[src/rtl/uc_sched.sv]
// uc_sched: unit-clause broadcast scheduler. Loads initial unit clauses from
// memory, round-robin arbitrates engine pushes into a broadcast FIFO, drops
// duplicate/zero literals, flags complementary literals as a conflict and
// detects propagation quiescence.
// Ports: clk, rst (async active-low); start/clear control; mem_valid/mem_lit/
// mem_done/mem_ready load path; eng_req/eng_lit/eng_gnt/eng_idle engine side;
// bc_valid/bc_lit/bc_ready broadcast; busy/done/conflict status;
// stat_bcast/stat_drop counters (live only with UC_SCHED_STATS_EN defined).

`ifndef NUM_ENGINE
`define NUM_ENGINE 4
`endif
`ifndef UC_LENGTH
`define UC_LENGTH 256
`endif

module uc_sched #(
    parameter int NUM_ENGINE = `NUM_ENGINE,
    parameter int LIT_W      = $clog2(`UC_LENGTH),
    parameter int FIFO_DEPTH = 8,
    parameter int QUIESCE    = 2
) (
    input  logic                        clk,
    input  logic                        rst,
    input  logic                        start,
    input  logic                        clear,
    input  logic                        mem_valid,
    input  logic [LIT_W-1:0]            mem_lit,
    input  logic                        mem_done,
    output logic                        mem_ready,
    input  logic [NUM_ENGINE-1:0]       eng_req,
    input  logic [NUM_ENGINE*LIT_W-1:0] eng_lit,
    output logic [NUM_ENGINE-1:0]       eng_gnt,
    input  logic [NUM_ENGINE-1:0]       eng_idle,
    output logic                        bc_valid,
    output logic [LIT_W-1:0]            bc_lit,
    input  logic                        bc_ready,
    output logic                        busy,
    output logic                        done,
    output logic                        conflict,
    output logic [15:0]                 stat_bcast,
    output logic [15:0]                 stat_drop
);

    localparam int PW = $clog2(FIFO_DEPTH);
    localparam int CW = PW + 1;
    localparam int EW = $clog2(NUM_ENGINE);
    localparam int QW = $clog2(QUIESCE + 1);

    typedef enum logic [2:0] {
        S_IDLE,
        S_LOAD,
        S_RUN,
        S_DONE,
        S_CONFLICT
    } state_t;

    state_t state_q, state_d;

    logic [LIT_W-1:0]      fifo_q [FIFO_DEPTH];
    logic [LIT_W-1:0]      fifo_d [FIFO_DEPTH];
    logic [FIFO_DEPTH-1:0] vld_q, vld_d;
    logic [PW-1:0]         wr_q, wr_d;
    logic [PW-1:0]         rd_q, rd_d;
    logic [CW-1:0]         cnt_q, cnt_d;
    logic [EW-1:0]         rr_q, rr_d;
    logic [QW-1:0]         qcnt_q, qcnt_d;

    logic             full, empty;
    logic             in_load, in_run;
    logic             gnt_any, gnt_ok;
    logic [EW-1:0]    gnt_idx;
    logic [LIT_W-1:0] cand, neg_lit;
    logic             acc, is_zero, dup_hit, neg_hit;
    logic             conf, push, pop, drop, flush;

    function automatic logic [EW-1:0] rr_idx(input logic [EW-1:0] base,
                                             input int off);
        int s;
        s = int'(base) + off;
        if (s >= NUM_ENGINE) s = s - NUM_ENGINE;
        return EW'(s);
    endfunction

    assign full    = (cnt_q == CW'(FIFO_DEPTH));
    assign empty   = (cnt_q == '0);
    assign in_load = (state_q == S_LOAD);
    assign in_run  = (state_q == S_RUN);

    // Round-robin search starting at the pointer and wrapping.
    always_comb begin
        gnt_any = 1'b0;
        gnt_idx = '0;
        for (int k = 0; k < NUM_ENGINE; k++) begin
            if (!gnt_any && eng_req[rr_idx(rr_q, k)]) begin
                gnt_any = 1'b1;
                gnt_idx = rr_idx(rr_q, k);
            end
        end
    end

    assign gnt_ok = in_run && !full && gnt_any;

    always_comb begin
        eng_gnt = '0;
        if (gnt_ok) eng_gnt[gnt_idx] = 1'b1;
    end

    assign mem_ready = in_load && !full;
    assign bc_valid  = (in_load || in_run) && !empty;
    assign bc_lit    = bc_valid ? fifo_q[rd_q] : '0;
    assign busy      = in_load || in_run;
    assign done      = (state_q == S_DONE);
    assign conflict  = (state_q == S_CONFLICT);
    assign pop       = bc_valid && bc_ready;

    // Literal check against every live entry, head included.
    always_comb begin
        cand    = in_load ? mem_lit : eng_lit[gnt_idx*LIT_W +: LIT_W];
        acc     = (in_load && mem_valid && mem_ready) || gnt_ok;
        neg_lit = -cand;
        is_zero = (cand == '0);
        dup_hit = 1'b0;
        neg_hit = 1'b0;
        for (int i = 0; i < FIFO_DEPTH; i++) begin
            if (vld_q[i] && fifo_q[i] == cand) dup_hit = 1'b1;
            // Most-negative literal negates to itself; that is a duplicate.
            if (vld_q[i] && fifo_q[i] == neg_lit && neg_lit != cand)
                neg_hit = 1'b1;
        end
        conf = acc && !is_zero && neg_hit;
        push = acc && !is_zero && !neg_hit && !dup_hit;
        drop = acc && !neg_hit && (is_zero || dup_hit);
    end

    always_comb begin
        qcnt_d = '0;
        if (in_run && empty && eng_req == '0 && &eng_idle)
            qcnt_d = qcnt_q + QW'(1);
    end

    always_comb begin
        state_d = state_q;
        rr_d    = rr_q;
        unique case (state_q)
            S_IDLE: if (start) state_d = S_LOAD;
            S_LOAD: begin
                if (conf) state_d = S_CONFLICT;
                else if (mem_done) state_d = S_RUN;
            end
            S_RUN: begin
                if (conf) state_d = S_CONFLICT;
                else if (qcnt_d == QW'(QUIESCE)) state_d = S_DONE;
            end
            S_DONE:     if (clear) state_d = S_IDLE;
            S_CONFLICT: if (clear) state_d = S_IDLE;
            default:    state_d = S_IDLE;
        endcase
        if (gnt_ok) rr_d = rr_idx(gnt_idx, 1);
    end

    assign flush = (state_d == S_CONFLICT);

    always_comb begin
        fifo_d = fifo_q;
        vld_d  = vld_q;
        wr_d   = wr_q;
        rd_d   = rd_q;
        cnt_d  = cnt_q;
        if (flush) begin
            vld_d = '0;
            wr_d  = '0;
            rd_d  = '0;
            cnt_d = '0;
        end else begin
            if (push) begin
                fifo_d[wr_q] = cand;
                vld_d[wr_q]  = 1'b1;
                wr_d         = wr_q + PW'(1);
            end
            if (pop) begin
                vld_d[rd_q] = 1'b0;
                rd_d        = rd_q + PW'(1);
            end
            if (push && !pop) cnt_d = cnt_q + CW'(1);
            if (pop && !push) cnt_d = cnt_q - CW'(1);
        end
    end

    always_ff @(posedge clk or negedge rst) begin
        if (!rst) begin
            state_q <= S_IDLE;
            vld_q   <= '0;
            wr_q    <= '0;
            rd_q    <= '0;
            cnt_q   <= '0;
            rr_q    <= '0;
            qcnt_q  <= '0;
            for (int i = 0; i < FIFO_DEPTH; i++) fifo_q[i] <= '0;
        end else begin
            state_q <= state_d;
            vld_q   <= vld_d;
            wr_q    <= wr_d;
            rd_q    <= rd_d;
            cnt_q   <= cnt_d;
            rr_q    <= rr_d;
            qcnt_q  <= qcnt_d;
            for (int i = 0; i < FIFO_DEPTH; i++) fifo_q[i] <= fifo_d[i];
        end
    end

`ifdef UC_SCHED_STATS_EN
    logic [15:0] stat_bcast_q, stat_bcast_d;
    logic [15:0] stat_drop_q, stat_drop_d;
    logic        stat_clr;

    assign stat_clr = (state_q == S_IDLE) && (state_d == S_LOAD);

    always_comb begin
        stat_bcast_d = stat_bcast_q;
        stat_drop_d  = stat_drop_q;
        if (stat_clr) begin
            stat_bcast_d = '0;
            stat_drop_d  = '0;
        end else begin
            if (pop && stat_bcast_q != 16'hFFFF)
                stat_bcast_d = stat_bcast_q + 16'd1;
            if (drop && stat_drop_q != 16'hFFFF)
                stat_drop_d = stat_drop_q + 16'd1;
        end
    end

    always_ff @(posedge clk or negedge rst) begin
        if (!rst) begin
            stat_bcast_q <= '0;
            stat_drop_q  <= '0;
        end else begin
            stat_bcast_q <= stat_bcast_d;
            stat_drop_q  <= stat_drop_d;
        end
    end

    assign stat_bcast = stat_bcast_q;
    assign stat_drop  = stat_drop_q;
`else
    logic unused_drop;
    assign unused_drop = drop;
    assign stat_bcast  = '0;
    assign stat_drop   = '0;
`endif

endmodule

[config.mk]
export PLATFORM = sky130hd
export DESIGN_NAME = uc_sched
export DESIGN_NICKNAME = d
export VERILOG_FILES = /design/src/rtl/uc_sched.sv
export SDC_FILE = /design/constraint.sdc
export NUM_CORES = 1
export LEC_CHECK = 0
export CORE_MARGIN = 5
export CORE_UTILIZATION = 30
export DETAILED_ROUTE_END_ITERATION = 10
export GPL_TIMING_DRIVEN = 0
export PLACE_DENSITY_LB_ADDON = 0.1
export SLEW_MARGIN = 40
export SYNTH_ARGS = -nofsm -noshare
export SYNTH_HDL_FRONTEND = slang
export SYNTH_SLANG_ARGS = --single-unit
[constraint.sdc]
create_clock -name clk -period 7.52 [get_ports clk]
set_input_delay 1.128 -clock clk [delete_from_list [all_inputs] [get_ports clk]]
set_output_delay 1.128 -clock clk [all_outputs]
set_load 0.01 [all_outputs]
# After elaboration in Yosys (flattened, before gate mapping)
# Cells that the tools add are included.
# totals
regBits	89
inputBits	55
out_inout_bits	49
wordCells	219
# op_classes
add_sub_neg	15
order_cmp	18
n_eq_ne	24
n_shift	1
mux	71
bitwise	6
reduce_logical	69
# ops
op	count
$eq 8x8->1	16
$mux 8	9
$bwmux 64	1
$logic_and 1x1->1	47
$shiftx 32x6->8	1
$mux 3	10
$mux 1	27
$bmux 8 s3	1
$demux 8 s3	1
$mux 2	10
$mux 4	4
$lt 2x3->1 const B	5
$ge 3x3->1 const B	4
$pmux 3 s4	1
$logic_not 1->1	10
$sub 2x1->2 const B	5
$and 8x8->8	1
$bmux 1 s2	4
$ge 4x4->1 const B	2
$logic_not 4->1	2
$logic_not 8->1	1
$lt 3x4->1 const B	2
$ne 8x8->1	1
$neg 8->8	1
28 further kinds	38

# Depth between registers and ports, before layout
# Gate-level depths: netlist of run 1.
# logic_depth
ltp_word	36
mapped_depth	28
mapped_depth_nobuf	21

# Least setup slack after synthesis of run 1
# Ideal clock, no wire load.
# synth_path
path_kind	input to register
startpoint	input eng_req[3]
endpoint	register cnt_q[3]
setup_time_ns	0.121
t_arrival_ns	6.171
required_time_ns	7.399
setup_slack_ns	1.227
path_stages	26
n_path_buf	5
cell_sequence	buf_4 > and3b_1 > nor3_4 > a21oi_4 > a21boi_1 > or3_1 > buf_4 > inv_2 > buf_2 > ha_1 > clkbuf_1 > o21ai_1 > nor2_2 > xnor3_1 > or4b_1 > nor4_2 > nor4_2 > a31oi_2 > buf_4 > and2_1 > ha_1 > a31oi_1 > nor2_1 > mux2i_1 > xor2_1 > nor2_1
# synth_between
elab_chain_cells	33
elab_cells_between_ends	108
cone_classes	add/sub: 1; eq/ne: 19; shift: 1; mux: 40; reduce/logical: 47
# synth_rtl
item	line	text
from (decl)	31	input logic [NUM_ENGINE-1:0] eng_req,
branches (longest 33 deep; another with $bmux 1 s2)	--	
to (signal assigned)	205	cnt_q <= cnt_d;
to (decl)	65	logic [CW-1:0] cnt_q, cnt_d;
# Parallel ways; which one is timed is not known. The select of a mux whose other input is x is not followed.
# A chain may end at the register's enable or synchronous reset.

# Final worst setup path of run 1
# layout_path
startpoint	input eng_req[0]
endpoint	register fifo_q[10] (netlist bit)
# layout_between
elab_chain_cells	32
elab_cells_between_ends	105
cone_classes	add/sub: 1; eq/ne: 19; shift: 1; mux: 39; bitwise: 1; reduce/logical: 44
# layout_rtl
item	line	text
$bmux 1 s2	95	if (!gnt_any && eng_req[rr_idx(rr_q, k)]) begin
$mux 1 (implied by the code)	95	
$mux 1	95	
$logic_not 1->1	95	
$logic_and 1x1->1	95	
$mux 1	95	
$logic_not 1->1	95	
$logic_and 1x1->1	95	
(+8 left out)	--	
$logic_and 1x1->1 (2 in a row)	128	if (vld_q[i] && fifo_q[i] == neg_lit && neg_lit != cand)
$mux 1 (8 in a row)	128	
$logic_and 1x1->1	131	conf = acc && !is_zero && neg_hit;
$mux 3, on equally long branches	152, 148	
$pmux 3 s4	145	unique case (state_q)
$eq 3x3->1	162	assign flush = (state_d == S_CONFLICT);
$not 1->1 (no source line)	--	
$reduce_and 2->1 (no source line)	--	
to (decl)	60	logic [LIT_W-1:0] fifo_q [FIFO_DEPTH];
# Several ways; a longest one is shown, not always the timed one. The select of a mux whose other input is x is not followed.

==> run metrics, run 1 <==
Initial Util 0.304; clk buf depth 2; Area Overhead vs Synth 21.4%; vias per cell ~5.2; outcome complete, no violations; Post-Syn Area approximately 7600 µm²; worst reg-to-reg path cell count 21; # rows 58; port bufs 70; critical path arrival 7.45 ns; hold path depth 1; diodes inserted 0; post-synthesis sequential area ratio 0.292; min Tclk post-route between 7 and 8 ns; Worst Hold Launch qcnt_q[0]$_DFF_PN0_; unrepaired setup endpoints after global routing no; Core ar. approximately 25000 µm²; crit path capture type flip-flop; Distinct cells, synth between 80 and 90; Max Freq between 100 and 150 MHz; Peak VDD IR about 0.15 mV; DRC Markers 0; TritonCTS Sinks a little under 90; Sw Share 0.495; Pwr per Cell Area around 540 nW/µm²; type of the tightest min-delay check reg -> reg; aggregate global routing overflow 0; sequential share of power 0.206; fin cells 1238; Synth top area share 0.292; crit path max fanout 10; asr flop ratio synth 1.00; synthesized instance count a little under 800; initial antenna violation count 0; FF+latch count, synth between 80 and 90; final WL roughly 27000 µm; All-Layer GR Usage 0.191; GP Congestion 0.902; Setup violations, final 0; root buf cell clkbuf_16; kind of critical path in -> reg; pin count of the biggest net entering global routing 51; clock share of power 0.095; ranking of synthesized cells by area dfrtp_1, xnor2_1, mux4_2; maxcap violations 0; Syn. warnings 0; Pre-antenna DRT Iters 5; Final Power around 5 mW; max_slew headroom 0.403; EDFF count, synth 0; commonest non-fill, non-tap cell in the layout dfrtp_1; logic gate share of total power 0.699; antenna-violating nets left 0; Die Span X between 150 and 200 µm; IO Pins approximately 100; NetSw between 2 and 2.5 mW; Critical Path RT between 7 and 8 ns; final hold viol count 0; dpl hpwl around 21000 µm; WL/cell 22.0 µm; vias in the first global route approximately 6400; CTS tree built; commonest non-fill, non-tap cells in the layout dfrtp_1, xnor2_1, clkdlybuf4s50_1; H-tree levels 3; Avg Synthesized Cell Area just under 10 µm²; placed cells roughly 1200; Worst-path clk slew ~0.08 ns; Die Span Y ~170 µm; Internal between 2 and 3 mW; r2r setup slk roughly 1.1 ns; leakage power ~3.8 nW; Synth area leader dfrtp_1; die footprint between 20000 and 30000 µm²; Clk Latency, worst-skew pair 0.37 ns; reg-to-reg startpoint rr_q[0]$_DFFE_PN0P_; Period Utilization, post-route 0.958; first-pass GRT wire length a little over 40000 µm; Worst Hold End qcnt_q[0]$_DFF_PN0_; Reg-to-Reg End fifo_q[10]$_DFFE_PN0P_; share of cells above drive strength 1 0.208; fin. max-slew vios 0; Worst Tran Pin Value approximately 0.9 ns; DR vias between 6000 and 7000; CTS buffer count 9; ys flop type dfrtp_1; NumNets Final around 970; initial drt markers between 400 and 500; Clock Skew ~0.015 ns; critical path startpoint category input pin
[critical path, stage by stage]
cell,delay (ns)
clkdlybuf4s50_1,0.61
or3b_1,0.39
and2_1,0.17
buf_6,0.14
nand3_1,0.15
a21oi_1,0.05
or3_1,0.35
buf_4,0.21
inv_2,0.17
buf_2,0.30
ha_4,0.27
a21boi_4,0.27
and3_1,0.20
buf_6,0.17
xnor3_1,0.35
o2111ai_1,0.12
o22ai_1,0.12
nor4_2,0.46
a31oi_2,0.20
buf_4,0.18
nand2b_1,0.25
nor2_2,0.75
mux2_2,0.41
[kinds of logic (layout without fill, tap and decap cells)]
family,Yosys count,in the layout,share of synthesized area
simple gates,255,255,0.190
xor+xnor,96,96,0.128
flops,89,89,0.292
buf+inv,105,193,0.0772
fa+ha+maj,9,9,0.0148
other cells,1,32,0.000492
compound gates,147,147,0.140
mux,87,87,0.157
[worst max-delay path by stage]
stage,startpoint,endpoint,slack (ns),cells past startpoint
global placement,eng_req[0],cnt_q[3]$_DFFE_PN0P_,-0.59,27
detailed placement,eng_req[0],fifo_q[7]$_DFFE_PN0P_,-0.48,23
finish,eng_req[0],fifo_q[10]$_DFFE_PN0P_,0.32,23
floorplan,eng_req[3],cnt_q[3]$_DFFE_PN0P_,1.23,26
CTS,eng_req[0],cnt_q[3]$_DFFE_PN0P_,0.1,26
global route,eng_req[0],fifo_q[10]$_DFFE_PN0P_,0.04,23
[final cells by class]
class                   instances  area [µm²]
inverters                      26        97.6
plain buffers                  77         490
clock buffers                   9         225
flip-flops and latches         89        2230
fillers                      2610       15900
repair buffers                 74         767
well taps                     330         413
multi-input cells             626        4960
clock inverters                 7        71.3
[timing repair]
item	in CTS	in global routing
setup endpoints to repair	14	24
resized for setup	1	3
endpoints found under the hold margin	0	0
buffers inserted	0	1
hold buffers	0	0
pin swaps	0	1
[cells in the mapped netlist, types with 4 or more instances]
master	count
buf_4	39
buf_2	14
nand3_1	37
nor4_1	16
nand2b_1	9
o211ai_1	4
nor3_1	25
and2_1	13
a211oi_1	6
o21ai_0	35
or3_1	8
nand4b_1	4
mux2i_1	20
o21a_1	5
nor2_2	4
and4_1	5
mux2_2	30
xnor3_1	10
o22ai_1	4
a31oi_1	12
xnor2_1	73
a31o_2	5
ha_1	9
a21oi_1	21
nand3b_1	4
inv_1	24
nand2_1	36
xor2_1	13
a21boi_0	8
buf_6	4
dfrtp_1	89
mux2_1	5
mux4_2	16
nor2_1	44
and3_1	7
nand4_1	12
o2111ai_1	6
mux2_4	16
clkbuf_1	19
[power groups by stage]
stage	Sequential [mW]	Clock, mW	Combinational (mW)
after CTS	1.02	0.489	3.46
after floorplan	0.903	0	2.48
after detailed placement	1.03	0	3.43
after global routing	1.06	0.500	3.79
final	1.03	0.472	3.49
after global placement	1.03	0	3.42
[registers in the layout, indices dropped and copies added, names as in the netlist]
register / count
vld_q: 8
rd_q: 3
cnt_q: 4
fifo_q: 64
rr_q: 2
state_q: 3
wr_q: 3
qcnt_q: 2
[per-stage QoR]
stage | setup WS (ns) | setup TNS, ns | hold slack, ns | utilization | instance area, µm²
4_1_cts | 0.0954 | 0 | 0.477 | 0.368 | 9230
3_3_place_gp | -0.587 | -20.35 | 0.463 | 0.353 | 8850
3_5_place_dp | -0.479 | -13.49 | 0.466 | 0.356 | 8940
2_1_floorplan | 1.23 | 0 | 0.445 | - | 7740
5_1_grt | 0.0424 | 0 | 0.516 | 0.369 | 9260
6_report | 0.316 | 0 | 0.475 | 0.369 | 9260
[routing by layer]
metal,GRT usage,vias to the layer above,share of wire
li1,-,3062,-
met1,0.270,3152,0.46
met2,0.310,188,0.47
met3,0.0266,26,0.054
met4,0.0487,0,0.019
met5,0,-,0
No activity file was read; power rests on OpenSTA's default activity.
==> run 2, diff against run 1 <==
--- a/config.mk
+++ b/config.mk
@@ -7,9 +7,11 @@
 export LEC_CHECK = 0
 export CORE_MARGIN = 5
 export CORE_UTILIZATION = 30
+export CTS_BUF_LIST = sky130_fd_sc_hd__clkbuf_16
 export DETAILED_ROUTE_END_ITERATION = 10
 export GPL_TIMING_DRIVEN = 0
 export PLACE_DENSITY_LB_ADDON = 0.1
+export RECOVER_POWER = 100
 export SLEW_MARGIN = 40
 export SYNTH_ARGS = -nofsm -noshare
 export SYNTH_HDL_FRONTEND = slang
==> run 2 against run 1 <==
Net effect:
- the run now ends with capacitance limit, slew limit left
- final cell count stayed put
- critical path depth is 1 higher
- non-clock buffer count stayed put
- setup slack better by 0.031 ns
- clock power hardly changed
- maximum frequency is 0.43% higher
- die area stayed put
- combinational power is 2% lower
- core utilization is 0.50 points lower
- critical endpoint is now fifo_q[59]$_DFFE_PN0P_
- largest power group unchanged
==> run metrics, run 2 (synthesized netlist as in run 1, its figures left out) <==
outcome complete, but fails checks; failing checks capacitance limit, slew limit; final WL 27300 µm (+0.11%); dpl hpwl 20800 µm (unchanged); NumNets Final 967 (unchanged); initial drt markers 486 (+6.8%); Clk Latency, worst-skew pair 0.37 ns (about the same); CP max stage cell clkdlybuf4s50_1; Clock Skew 0.0171 ns (+0.00191 ns); Crit path largest cell delay 0.61 ns (-0.14 ns); Period Utilization, post-route 0.954 (-0.00408); Setup violations, final 0 (unchanged); Max Freq 139 MHz (+0.43%); type of the tightest min-delay check reg -> reg; CP top delay family simple AND/OR/NAND/NOR gates; fin cells 1238 (unchanged); commonest non-fill, non-tap cells in the layout dfrtp_1, xnor2_1, clkdlybuf4s50_1; Met1 Wirelength 12700 µm (+1.7%); Peak VDD IR 0.150 mV (-0.84%); clk buf depth 2 (unchanged); critical-path cell list clkdlybuf4s50_1 > or3b_1 > and2_0 > buf_6 > nand3_1 > a21oi_1 > or3_1 > buf_4 > inv_2 > buf_2 > ha_4 > a21boi_4 > and3_1 > buf_6 > xnor3_1 > o2111ai_1 > o22ai_1 > nor4_2 > a31oi_2 > clkbuf_1 > nand2b_1 > nor3_2 > buf_8 > mux2_2; DRC Markers 0 (unchanged); critical path buffer and inverter count 8 (+1); Die Span Y 169 µm (unchanged); first-pass GRT wire length 41100 µm (unchanged); All-Layer GR Usage 0.191 (unchanged); PnR worst setup slack 0.347 ns (+0.0307 ns); Pwr per Cell Area 540 nW/µm² (about the same); diodes inserted 0 (unchanged); TritonCTS Sinks 89 (unchanged); post-cts hold buffer count 0 (unchanged); kind of critical path in -> reg; max_slew headroom -0.975 (-1.38); met2 wire len 12700 µm (about the same); Placed Instance Area 8940 µm² (unchanged); final hold viol count 0 (unchanged); IO Pins 104 (unchanged); DR vias 6445 (+0.26%); Worst-path clk slew 0.08 ns (about the same); # rows 58 (unchanged); CTS buffer count 9 (unchanged); Area Overhead vs Synth 19.8%; pin count of the biggest net entering global routing 51 (unchanged); fin. max-slew vios 92 (+92); root buf cell clkbuf_16; placed cells 1223 (unchanged); critical path startpoint category input pin; die footprint 28700 µm² (unchanged); GP Congestion 0.902 (unchanged); antenna-violating nets left 0 (unchanged); Critical Path RT 7.77 ns (about the same); max reg flops 64 (unchanged); highest metal used met4; CTS tree built; H-tree levels 3 (unchanged); crit path capture type flip-flop; Worst Hold Launch qcnt_q[0]$_DFF_PN0_; critical path arrival 7.43 ns (-0.02 ns); Place WS -0.479 ns (unchanged); WL/cell 22.0 µm (+0.11%); maxcap violations 2 (+2); port bufs 70 (unchanged); unrepaired setup endpoints after global routing no; share of cells above drive strength 1 0.183 (-0.0253); commonest non-fill, non-tap cell in the layout dfrtp_1; top flop regs fifo_q: 64 flops, vld_q: 8 flops, cnt_q: 4 flops; most used cell, CP buf_6; vias in the first global route 6388 (unchanged); reg-to-reg startpoint rr_q[0]$_DFFE_PN0P_; Reg-to-Reg End fifo_q[59]$_DFFE_PN0P_; worst reg-to-reg path cell count 22 (+4.8%); vias per cell 5.21 (+0.26%); fin area 9130 µm² (-1.4%); crit path max fanout 10 (unchanged); Most flops, register fifo_q; aggregate global routing overflow 0 (unchanged); Worst Hold End qcnt_q[0]$_DFF_PN0_; met3 WL 1290 µm (-12%); Core ar. 25100 µm² (unchanged); r2r setup slk 1.17 ns (+0.03 ns); Filler Cell Count 2637 (+1.0%); initial antenna violation count 0 (unchanged); Worst Tran Pin Value 2.96 ns (+2.07 ns); Pre-antenna DRT Iters 5 (unchanged); leakage power 3.72 nW (-1.8%); hold path depth 1 (unchanged); Die Span X 169 µm (unchanged); Initial Util 0.304 (unchanged); min Tclk post-route 7.17 ns (-0.0306 ns)
## run 2: cell types whose count changed in the layout (fill, tap and decap cells not counted), moves of 3 or more
cell             before  now
mux2_1                5   18
mux2_4               16    3
clkdlybuf4s50_1      69   57
dlygate4sd3_1         0   12
clkbuf_1             12   18
and2_0                1    4
and2_1               13   10
## run 2: worst register-to-register path, delay by kind of cell, from the launching register on
kind,cells,cell delay [ns]
adder cells (fa/ha/maj),1,0.27
buffers and inverters,6,1.23
AND/OR/NAND/NOR,7,2.50
multiplexers,1,0.35
AO/OA/AOI/OAI,6,1.08
XOR/XNOR,1,0.36
flip-flops,1,0.47
## run 2: area by class of cell
| class | instances | area, µm² | area share |
|---|---|---|---|
| multi-input cells | 626 | 4890 | 0.536 |
| repair buffers | 74 | 727 | 0.0796 |
| clock buffers | 9 | 225 | 0.0247 |
| plain buffers | 77 | 474 | 0.0519 |
| inverters | 26 | 97.6 | 0.0107 |
| flip-flops and latches | 89 | 2230 | 0.244 |
| clock inverters | 7 | 71.3 | 0.00781 |
| well taps | 330 | 413 | 0.0452 |
## run 2: worst max-delay path by stage
stage | start | to | depth (start not counted)
floorplan | eng_req[3] | cnt_q[3]$_DFFE_PN0P_ | 26
global placement | eng_req[0] | cnt_q[3]$_DFFE_PN0P_ | 27
detailed placement | eng_req[0] | fifo_q[7]$_DFFE_PN0P_ | 23
CTS | eng_req[0] | cnt_q[3]$_DFFE_PN0P_ | 26
global route | eng_req[0] | cnt_q[3]$_DFFE_PN0P_ | 26
finish | eng_req[0] | fifo_q[59]$_DFFE_PN0P_ | 24
## run 2: metrics by stage
| stage | utilization | total power, mW | hold WS (ns) | setup TNS [ns] |
|---|---|---|---|---|
| after global placement | 0.353 | 4.45 | 0.463 | -20.35 |
| after detailed placement | 0.356 | 4.46 | 0.466 | -13.49 |
| after CTS | 0.368 | 4.97 | 0.477 | 0 |
| after floorplan | - | 3.38 | 0.445 | 0 |
| after global routing | 0.364 | 5.27 | 0.516 | 0 |
| final | 0.364 | 4.93 | 0.476 | 0 |
## run 2: report_power, final
| group | internal [mW] | total, mW | switching (mW) |
|---|---|---|---|
| clock | 0.234 | 0.475 | 0.241 |
| combinational | 1.51 | 3.43 | 1.92 |
| sequential | 0.711 | 1.03 | 0.315 |
## run 2: timing repair
action / 4_1_cts / 5_1_grt
resized for setup: 1 / 3
pin swaps: 0 / 1
hold endpoints to repair: 0 / 0
endpoints found under the setup margin: 14 / 24
setup buffers: 0 / 1
## run 2: per-layer routing
layer | up-vias | GRT usage
met5 | - | 0
met4 | 0 | 0.0487
met3 | 27 | 0.0266
met2 | 177 | 0.310
met1 | 3182 | 0.270
li1 | 3059 | -
==> run 3, diff against run 2 <==
--- a/config.mk
+++ b/config.mk
@@ -11,7 +11,7 @@
 export DETAILED_ROUTE_END_ITERATION = 10
 export GPL_TIMING_DRIVEN = 0
 export PLACE_DENSITY_LB_ADDON = 0.1
-export RECOVER_POWER = 100
+export RECOVER_POWER = 50
 export SLEW_MARGIN = 40
 export SYNTH_ARGS = -nofsm -noshare
 export SYNTH_HDL_FRONTEND = slang
==> run 3 against run 2 <==
Net effect:
- the flow still finishes with violations (capacitance limit, slew limit)
- die area did not move
- first-iteration DRC count fell by 6.8%
- routed wire length barely moved
- setup slack got worse by 0.013 ns
- critical path depth fell by 1
- design area rose by 0.90%
- final cell count did not move
- count of clock-buffer cells in the layout did not move
- non-clock buffer count did not move
- worst hold slack barely moved
- sequential share of layout area fell by 0.22 points
- critical endpoint is now fifo_q[15]$_DFFE_PN0P_
- via count rose by 0.43%
==> run metrics, run 3 (synthesized netlist as in run 1, its figures left out) <==
commonest non-fill, non-tap cells in the layout dfrtp_1, xnor2_1, clkdlybuf4s50_1; Worst-path clk slew 0.08 ns (about the same); Most flops, register fifo_q; post-cts hold buffer count 0 (unchanged); critical-path cell list clkdlybuf4s50_1 > or3b_1 > and2_1 > buf_6 > nand3_1 > a21oi_1 > or3_1 > buf_4 > inv_2 > buf_2 > ha_4 > a21boi_4 > and3_1 > buf_6 > xnor3_1 > o2111ai_1 > o22ai_1 > nor4_2 > a31oi_2 > buf_4 > nand2b_1 > nor2_2 > mux2_2; # rows 58 (unchanged); maxcap violations 2 (unchanged); root buf cell clkbuf_16; Pre-antenna DRT Iters 5 (unchanged); CP max stage cell nor2_2; Place WS -0.479 ns (unchanged); CTS buffer count 9 (unchanged); TritonCTS Sinks 89 (unchanged); PnR worst setup slack 0.334 ns (-0.0127 ns); max reg flops 64 (unchanged); multi-input logic area 4960 µm² (+1.3%); leakage power 3.77 nW (+1.5%); critical path arrival 7.44 ns (about the same); Pwr per Cell Area 542 nW/µm² (+0.37%); first-pass GRT wire length 41100 µm (unchanged); WL/cell 22.0 µm (about the same); Max Freq 139 MHz (-0.18%); Area Overhead vs Synth 20.9%; final WL 27300 µm (about the same); NumNets Final 967 (unchanged); crit path max fanout 10 (unchanged); dpl hpwl 20800 µm (unchanged); Setup violations, final 0 (unchanged); Die Span X 169 µm (unchanged); kind of critical path in -> reg; vias in the first global route 6388 (unchanged); final core occ 0.367 (+0.00329); Die Span Y 169 µm (unchanged); port bufs 70 (unchanged); pin count of the biggest net entering global routing 51 (unchanged); antenna-violating nets left 0 (unchanged); Clk Latency, worst-skew pair 0.37 ns (about the same); H-tree levels 3 (unchanged); DR vias 6473 (+0.43%); vias per cell 5.23 (+0.43%); Filler Cell Count 2617 (-0.76%); Worst Tran Pin Value 2.93 ns (-0.0315 ns); max_slew headroom -0.954 (+0.0210); FF/Latch Area 2230 µm² (unchanged); diodes inserted 0 (unchanged); commonest non-fill, non-tap cell in the layout dfrtp_1; outcome complete, but fails checks; initial antenna violation count 0 (unchanged); Initial Util 0.304 (unchanged); DRC Markers 0 (unchanged); failing checks capacitance limit, slew limit; All-Layer GR Usage 0.191 (unchanged); final hold viol count 0 (unchanged); CTS tree built; crit path capture type flip-flop; Peak VDD IR 0.151 mV (+0.70%); die footprint 28700 µm² (unchanged); Critical Path RT 7.77 ns (about the same); CP top delay family simple AND/OR/NAND/NOR gates; critical path buffer and inverter count 7 (-1); Crit path largest cell delay 0.74 ns (+0.13 ns); critical path startpoint category input pin; Period Utilization, post-route 0.956 (+0.00169); GP Congestion 0.902 (unchanged); fin area 9210 µm² (+0.90%); clk buf depth 2 (unchanged); share of cells above drive strength 1 0.203 (+0.0198); initial drt markers 453 (-6.8%); type of the tightest min-delay check reg -> reg; aggregate global routing overflow 0 (unchanged); IO Pins 104 (unchanged); unrepaired setup endpoints after global routing no; top flop regs fifo_q: 64 flops, vld_q: 8 flops, cnt_q: 4 flops; fin. max-slew vios 92 (unchanged); min Tclk post-route 7.19 ns (+0.0127 ns); Clock Skew 0.0133 ns (-0.00381 ns); Core ar. 25100 µm² (unchanged); Placed Instance Area 8940 µm² (unchanged)
==> run 3: path summary, 6_finish.rpt <==
| path | start | endpoint | slack, ns | cells past startpoint |
|---|---|---|---|---|
| worst min-delay path | qcnt_q[0]$_DFF_PN0_ | qcnt_q[0]$_DFF_PN0_ | 0.48 | 1 |
| worst max register to register | rr_q[0]$_DFFE_PN0P_ | fifo_q[15]$_DFFE_PN0P_ | 1.16 | 21 |
| max in group asynchronous | rst | fifo_q[34]$_DFFE_PN0P_ | 2.47 | 2 |
| min in group asynchronous | rst | fifo_q[27]$_DFFE_PN0P_ | 1.38 | 1 |
| worst min register to register | qcnt_q[0]$_DFF_PN0_ | qcnt_q[0]$_DFF_PN0_ | 0.48 | 1 |
| worst max-delay path | eng_req[0] | fifo_q[15]$_DFFE_PN0P_ | 0.33 | 23 |
==> run 3: area by class of cell <==
class / count / share of cell area
Inverter: 26 / 0.0106
Sequential cell: 89 / 0.242
Buffer: 77 / 0.0531
Clock inverter: 7 / 0.00774
Clock buffer: 9 / 0.0244
Timing Repair Buffer: 74 / 0.0793
Tap cell: 330 / 0.0448
Multi-Input combinational cell: 626 / 0.538
==> run 3: per-layer routing <==
| layer | vias to the layer above | routed length (µm) | track usage |
|---|---|---|---|
| li1 | 3064 | - | - |
| met1 | 3193 | 12400 | 0.270 |
| met2 | 189 | 12800 | 0.310 |
| met3 | 27 | 1500 | 0.0266 |
| met4 | 0 | 532 | 0.0487 |
| met5 | - | 0 | 0 |
==> run 3: timing repair <==
item / CTS / global route
buffers inserted: 0 / 1
setup endpoints to repair: 14 / 24
resized for setup: 1 / 3
pin swaps: 0 / 1
==> run 3: through the flow <==
stage / cells / hold WS [ns] / total power, mW / setup TNS, ns
detailed placement: 1223 / 0.466 / 4.46 / -13.49
finish: 1238 / 0.475 / 4.99 / 0
global placement: 1220 / 0.463 / 4.45 / -20.35
global route: 1238 / 0.516 / 5.33 / 0
floorplan: 820 / 0.445 / 3.38 / 0
CTS: 1238 / 0.477 / 4.97 / 0
==> run 3: power by group <==
group / leakage (nW) / total, mW / internal, mW / switching (mW)
sequential: 1.07 / 1.03 / 0.711 / 0.318
combinational: 2.56 / 3.49 / 1.57 / 1.92
clock: 0.139 / 0.473 / 0.234 / 0.239
total: 3.77 / 4.99 / 2.51 / 2.48
